File: src/rtl/channel_grant_sequencer.sv
// Round-robin DMA channel grant sequencer.
// Each channel holds a remaining-beat counter. An IDLE/GRANT/RELEASE FSM
// hands out frame-limited grants, one channel at a time, and pulses
// ch_done when the final slice of a channel's transfer is released.
module channel_grant_sequencer #(
    parameter int C_NUM_CHANNELS           = 4,
    parameter int C_TRANSACTION_SIZE_WIDTH = 32,
    parameter int C_FRAME_SIZE             = 256
) (
    input  logic                                clk,
    input  logic                                rst,
    input  logic                                ch_start [C_NUM_CHANNELS],
    input  logic [C_TRANSACTION_SIZE_WIDTH-1:0] ch_size  [C_NUM_CHANNELS],
    input  logic                                beat_valid,
    output logic [C_NUM_CHANNELS-1:0]           grant,
    output logic                                grant_valid,
    output logic [$clog2(C_NUM_CHANNELS):0]     active_channel,
    output logic [$clog2(C_FRAME_SIZE):0]       grant_beats,
    output logic [C_NUM_CHANNELS-1:0]           ch_done,
    output logic                                transaction_completed
);

    localparam int N  = C_NUM_CHANNELS;
    localparam int IW = $clog2(C_NUM_CHANNELS);
    localparam int AW = IW + 1;
    localparam int FW = $clog2(C_FRAME_SIZE) + 1;
    localparam int TW = C_TRANSACTION_SIZE_WIDTH;
    localparam int CW = (TW > FW) ? TW : FW;

    typedef enum logic [1:0] {
        ST_IDLE    = 2'd0,
        ST_GRANT   = 2'd1,
        ST_RELEASE = 2'd2
    } state_t;

    state_t            state_r;
    state_t            state_next_s;
    logic [TW-1:0]     remaining_r [N];
    logic [FW-1:0]     beat_cnt_r;
    logic [N-1:0]      grant_r;
    logic              grant_valid_r;
    logic [AW-1:0]     active_channel_r;
    logic [FW-1:0]     grant_beats_r;
    logic [N-1:0]      ch_done_r;
    logic              transaction_completed_r;

    logic [N-1:0]      pending_s;
    logic [N-1:0]      start_ok_s;
    logic [IW:0]       search_s;
    logic              winner_found_s;
    logic [IW-1:0]     winner_idx_s;
    logic [IW-1:0]     active_idx_s;
    logic [CW-1:0]     winner_rem_s;
    logic [FW-1:0]     winner_beats_s;
    logic [N-1:0]      winner_onehot_s;
    logic [N-1:0]      active_onehot_s;
    logic              last_beat_s;
    logic              done_hit_s;

    // First pending channel at or after (last + 1), wrapping; MSB = found.
    function automatic logic [IW:0] find_winner(input logic [N-1:0] pending,
                                                input logic [IW-1:0] last);
        logic          found;
        logic [IW-1:0] idx;
        int            cand;
        found = 1'b0;
        idx   = '0;
        for (int k = 0; k < N; k++) begin
            cand = int'(last) + k + 32'sd1;
            if (cand >= N) begin
                cand = cand - N;
            end else begin
                cand = cand;
            end
            if (!found && pending[cand]) begin
                found = 1'b1;
                idx   = IW'(cand);
            end else begin
                found = found;
            end
        end
        return {found, idx};
    endfunction

    // Per-channel pending flags and start qualification (owner starts dropped).
    always_comb begin
        pending_s  = '0;
        start_ok_s = '0;
        for (int i = 0; i < N; i++) begin
            pending_s[i]  = (remaining_r[i] != '0);
            start_ok_s[i] = ch_start[i]
                            && (remaining_r[i] == '0)
                            && (ch_size[i] != '0)
                            && !((state_r != ST_IDLE) && (active_idx_s == IW'(i)));
        end
    end

    // Winner search, slice sizing and release bookkeeping terms.
    always_comb begin
        active_idx_s    = active_channel_r[IW-1:0];
        search_s        = find_winner(pending_s, active_idx_s);
        winner_found_s  = search_s[IW];
        winner_idx_s    = search_s[IW-1:0];
        winner_rem_s    = CW'(remaining_r[winner_idx_s]);
        if (winner_rem_s > CW'(C_FRAME_SIZE)) begin
            winner_beats_s = FW'(C_FRAME_SIZE);
        end else begin
            winner_beats_s = FW'(winner_rem_s);
        end
        winner_onehot_s = {{(N-1){1'b0}}, 1'b1} << winner_idx_s;
        active_onehot_s = {{(N-1){1'b0}}, 1'b1} << active_idx_s;
        last_beat_s     = beat_valid && (beat_cnt_r == (grant_beats_r - FW'(1)));
        done_hit_s      = (CW'(remaining_r[active_idx_s]) == CW'(grant_beats_r));
    end

    // FSM next-state logic.
    always_comb begin
        state_next_s = state_r;
        case (state_r)
            ST_IDLE: begin
                if (winner_found_s) begin
                    state_next_s = ST_GRANT;
                end else begin
                    state_next_s = ST_IDLE;
                end
            end
            ST_GRANT: begin
                if (last_beat_s) begin
                    state_next_s = ST_RELEASE;
                end else begin
                    state_next_s = ST_GRANT;
                end
            end
            ST_RELEASE: begin
                state_next_s = ST_IDLE;
            end
            default: begin
                state_next_s = ST_IDLE;
            end
        endcase
    end

    // Remaining-beat counters: slice subtraction on release, load on accepted start.
    always_ff @(posedge clk) begin
        if (rst) begin
            for (int i = 0; i < N; i++) begin
                remaining_r[i] <= '0;
            end
        end else begin
            for (int i = 0; i < N; i++) begin
                if ((state_r == ST_RELEASE) && (active_idx_s == IW'(i))) begin
                    remaining_r[i] <= remaining_r[i] - TW'(grant_beats_r);
                end else if (start_ok_s[i]) begin
                    remaining_r[i] <= ch_size[i];
                end else begin
                    remaining_r[i] <= remaining_r[i];
                end
            end
        end
    end

    // State register and registered grant/completion outputs.
    always_ff @(posedge clk) begin
        if (rst) begin
            state_r                 <= ST_IDLE;
            beat_cnt_r              <= '0;
            grant_r                 <= '0;
            grant_valid_r           <= 1'b0;
            grant_beats_r           <= '0;
            ch_done_r               <= '0;
            transaction_completed_r <= 1'b0;
            active_channel_r        <= AW'(C_NUM_CHANNELS - 1);
        end else begin
            state_r                 <= state_next_s;
            ch_done_r               <= '0;
            transaction_completed_r <= 1'b0;
            case (state_r)
                ST_IDLE: begin
                    if (state_next_s == ST_GRANT) begin
                        active_channel_r <= AW'(winner_idx_s);
                        grant_beats_r    <= winner_beats_s;
                        beat_cnt_r       <= '0;
                        grant_r          <= winner_onehot_s;
                        grant_valid_r    <= 1'b1;
                    end
                end
                ST_GRANT: begin
                    if (beat_valid) begin
                        beat_cnt_r <= beat_cnt_r + FW'(1);
                    end
                    if (state_next_s == ST_RELEASE) begin
                        grant_r       <= '0;
                        grant_valid_r <= 1'b0;
                        if (done_hit_s) begin
                            ch_done_r               <= active_onehot_s;
                            transaction_completed_r <= 1'b1;
                        end
                    end
                end
                ST_RELEASE: begin
                    grant_r       <= '0;
                    grant_valid_r <= 1'b0;
                end
                default: begin
                    grant_r       <= '0;
                    grant_valid_r <= 1'b0;
                end
            endcase
        end
    end

    assign grant                 = grant_r;
    assign grant_valid           = grant_valid_r;
    assign active_channel        = active_channel_r;
    assign grant_beats           = grant_beats_r;
    assign ch_done               = ch_done_r;
    assign transaction_completed = transaction_completed_r;

endmodule

File: config.mk
export PLATFORM = sky130hd
export DESIGN_NAME = channel_grant_sequencer
export DESIGN_NICKNAME = d
export VERILOG_FILES = /design/src/rtl/channel_grant_sequencer.sv
export SDC_FILE = /design/constraint.sdc
export NUM_CORES = 1
export LEC_CHECK = 0
export BUFFER_PORTS_ARGS = -buffer_cell sky130_fd_sc_hd__buf_2
export CAP_MARGIN = 20
export CORE_MARGIN = 3
export CORE_UTILIZATION = 60
export DETAILED_ROUTE_END_ITERATION = 8
export PLACE_DENSITY_LB_ADDON = 0.05
export SLEW_MARGIN = 20
export SYNTH_ARGS = -nofsm -noshare
export SYNTH_HDL_FRONTEND = slang
export SYNTH_SLANG_ARGS = --single-unit
File: constraint.sdc
create_clock -name clk -period 4.3 [get_ports clk]
set_input_delay 0.215 -clock clk [delete_from_list [all_inputs] [get_ports clk]]
set_output_delay 0.215 -clock clk [all_outputs]
set_load 0.03 [all_outputs]
==> impl_metrics.tcl <==
set metrics [dict create \
    cp-start-kind "flip-flop" \
    crit_fanout 12 \
    tightest_slew_ns 0.9836 \
    wl_per_cell_um 20.63 \
    globalRouteMet2Util_pct 51.29 \
    drt_pass1_iterations 5 \
    status "completed" \
    track_usage_pct 33.55 \
    max_freq_ghz 0.2522 \
    slowest_stage "or4b_4" \
    max_stage_delay_ns 0.64 \
    ys_warn_count 0 \
    htreeDepth 4 \
    drtIter0Drc 1511 \
    diodes 0 \
    synth_cell_types 90 \
    synth-edff-count 128 \
    p_leak_nw 5.280 \
    initial_core_util_pct 62.13 \
    syn_inst 1405 \
    rsz0062_at_grt "no" \
    synth_ff_type "edfxtp_1" \
    dieHeight_um 149.4 \
    postCtsSetupRepairBufs 0 \
    hold_path_class "input pin to flip-flop" \
    fin_setup_tns_ns 0 \
    drt-vias-per-instance 6.636 \
    grt_overflow 0 \
    cellPowerDensity_mw_per_mm2 324.5 \
    fin_nets 1725 \
    cts_buffer_depth 2 \
    crit_buf_inv 2 \
    synth_nets 1586 \
    gr-usage-met1_pct 48.92 \
    synth_area_mm2 0.01233 \
    critPathTopFamily "simple AND/OR/NAND/NOR gates" \
    total_power_mw 4.552 \
    ys_seq_area_share_pct 36.69 \
    via_count 12090 \
    cts_tree "built" \
    fin_ws_ns 0.3342 \
    critical_path.cell_chain "or4_4, or4_4, nor3_4, buf_4, a21oi_1, a221o_2, buf_4, nor4_1, o31ai_1, or4b_4, o22ai_2" \
    drv_cap 0 \
    die_w_um 149.4 \
    grt_pass1_vias 11120 \
    drive_gt1_share_pct 18.50 \
    die_area_mm2 0.02231 \
    grt_pass1_wl_um 59410 \
    endpoint_kind "flip-flop" \
    clock_sinks 162 \
    clkTransAtPathRegs_ns 0.07 \
    clkLatencyLatePin_ns 0.45 \
    synth.avg_cell_area_um2 8.776 \
    hold_ws_ns 0.05781 \
    timing.final.crit_share_pct 92.23 \
    clock-skew-final_ns 0.01374 \
    antenna_found_initial 0 \
    cts_buffers 17 \
    crit_type "flip-flop to flip-flop" \
    setup_viol 0 \
    finalWirelength_um 37590 \
    critPathArrivalTime_ns 4.32 \
    syn_to_final_growth_pct 13.79 \
    dp_slack_ns 0.1721 \
    use_met3_pct 5.621 \
    io_buffers 155 \
    cts.repair.resized 0 \
    place_hpwl_um 27390 \
    ant_nets 0 \
    slew_headroom_pct 33.82 \
    ys_async_sr_fraction_pct 0 \
    peakVddDrop_mv 0.2817 \
    io_pins 157 \
    timing.final.hold_violations 0 \
    routabilityCongestion 0.9856 \
    slew_violations 0 \
    rows 51 \
    cp_data_required_time_ns 4.65 \
    core_area_mm2 0.01985 \
    ctsRootBufferMaster "clkbuf_16" \
    drc 0 \
    synth-seq-cells 162 \
    grt_max_degree 57 \
    postCtsHoldBufs 0 \
    finalCoreUtilization_pct 70.70 \
    top_usage_layer "met2" \
    period_minus_slack_ns 3.966 \
]
==> worst register-to-register path: stages, from the launching register on <==
cell and delay (ns):
edfxtp_1 0.49, or4_4 0.59, or4_4 0.52, nor3_4 0.21, buf_4 0.22, a21oi_1 0.07, a221o_2 0.31, buf_4 0.19
nor4_1 0.33, o31ai_1 0.14, or4b_4 0.64, o22ai_2 0.15
==> path summary, 6_finish.rpt <==
path / from / end / slack, ns / depth (start not counted)
max: remaining_r[1][22]$_SDFFCE_PP0P_ / grant_beats[1]$_SDFFE_PP0P_ / 0.33 / 11
min: ch_size[31] / remaining_r[3][31]$_DFFE_PP_ / 0.06 / 2
max reg2reg: remaining_r[1][22]$_SDFFCE_PP0P_ / grant_beats[1]$_SDFFE_PP0P_ / 0.33 / 11
min reg2reg: grant_valid$_SDFFE_PP0P_ / grant_valid$_SDFFE_PP0P_ / 0.47 / 1
==> logic make-up after synthesis <==
kind of cell / after synthesis / share of synthesized area (%)
other: 1 / 0.03041
multiplexers: 26 / 3.511
AO/OA/AOI/OAI: 311 / 17.97
flip-flops: 162 / 36.69
buffers and inverters: 133 / 4.546
AND/OR/NAND/NOR: 654 / 27.21
XOR/XNOR: 71 / 5.043
adder cells (fa/ha/maj): 47 / 4.992
==> cells in the mapped netlist, types with 5 or more instances <==
cell | number | area [µm²]
a211o_1 | 5 | 43.79
a211oi_1 | 36 | 270.3
a21boi_0 | 18 | 135.1
a21oi_1 | 45 | 225.2
a22o_1 | 6 | 52.55
a311oi_1 | 20 | 175.2
a31o_2 | 11 | 96.34
a31oi_1 | 5 | 31.28
and2_1 | 5 | 31.28
and3_1 | 14 | 87.58
clkbuf_1 | 66 | 247.7
dfxtp_1 | 34 | 680.7
edfxtp_1 | 128 | 3844
ha_1 | 42 | 525.5
inv_1 | 55 | 206.5
mux2i_1 | 11 | 110.1
mux4_2 | 11 | 247.7
nand2_1 | 131 | 491.7
nand2b_1 | 20 | 125.1
nand3_1 | 41 | 205.2
nand3b_1 | 6 | 45.04
nand4_1 | 44 | 275.3
nor2_1 | 163 | 611.8
nor2b_1 | 9 | 56.30
nor3_1 | 50 | 250.2
nor4_1 | 75 | 469.2
o2111ai_1 | 5 | 43.79
o211ai_1 | 16 | 120.1
o21a_1 | 7 | 52.55
o21ai_0 | 72 | 360.4
o22ai_2 | 8 | 100.1
o311ai_0 | 7 | 61.31
o31ai_1 | 10 | 75.07
o41ai_1 | 5 | 43.79
or2_2 | 10 | 62.56
or3_1 | 39 | 244.0
or4_1 | 23 | 172.7
xnor2_1 | 44 | 385.4
xor2_1 | 27 | 236.5
==> registers in the layout, summed over array words and instances (netlist names), named ones only <==
register / count
remaining_r: 128
beat_cnt_r: 9
grant_beats: 9
ch_done: 4
grant: 4
active_channel: 2
state_r: 2
grant_valid: 1
transaction_completed: 1
==> where the power goes <==
group	switching, mW	total [mW]	leakage, nW	internal, mW
registers	0.135	1.94	1.59	1.80
logic	0.655	1.10	3.43	0.446
clock network	0.710	1.51	0.261	0.803
==> placed cells by master (no fill, tap or decap), drive strengths merged, types with 13 or more instances in the layout <==
master / instances
buf: 196
nor2: 163
nand2: 131
edfxtp: 128
nor4: 75
o21ai: 74
inv: 59
nor3: 53
a21oi: 46
nand4: 44
xnor2: 44
ha: 42
nand3: 41
or3: 40
a211oi: 36
dfxtp: 34
xor2: 27
or4: 26
nand2b: 20
a311oi: 20
a21boi: 18
clkbuf: 18
o211ai: 16
and3: 14
mux4: 13
==> metrics by stage <==
stage / area [µm²] / instances
after floorplan: 12330 / 1405
after global placement: 13460 / 1790
after detailed placement: 13460 / 1790
after CTS: 14010 / 1822
after global routing: 14030 / 1822
final: 14030 / 1822
==> final cells by class <==
type	count	area, µm²
Clock inverter	14	130.1
Clock buffer	18	429.2
Multi-Input combinational cell	1110	7303
Sequential cell	162	4524
Tap cell	265	331.6
Timing Repair Buffer	196	1099
Fill cell	1598	5814
Inverter	57	214.0
==> metal layers <==
layer | vias up | share of wire (%)
met4 | 0 | 3.2
li1 | 5659 | -
met1 | 5632 | 42
met2 | 696 | 45
met3 | 104 | 10
met5 | - | 0
No activity file was read; power rests on OpenSTA's default activity.
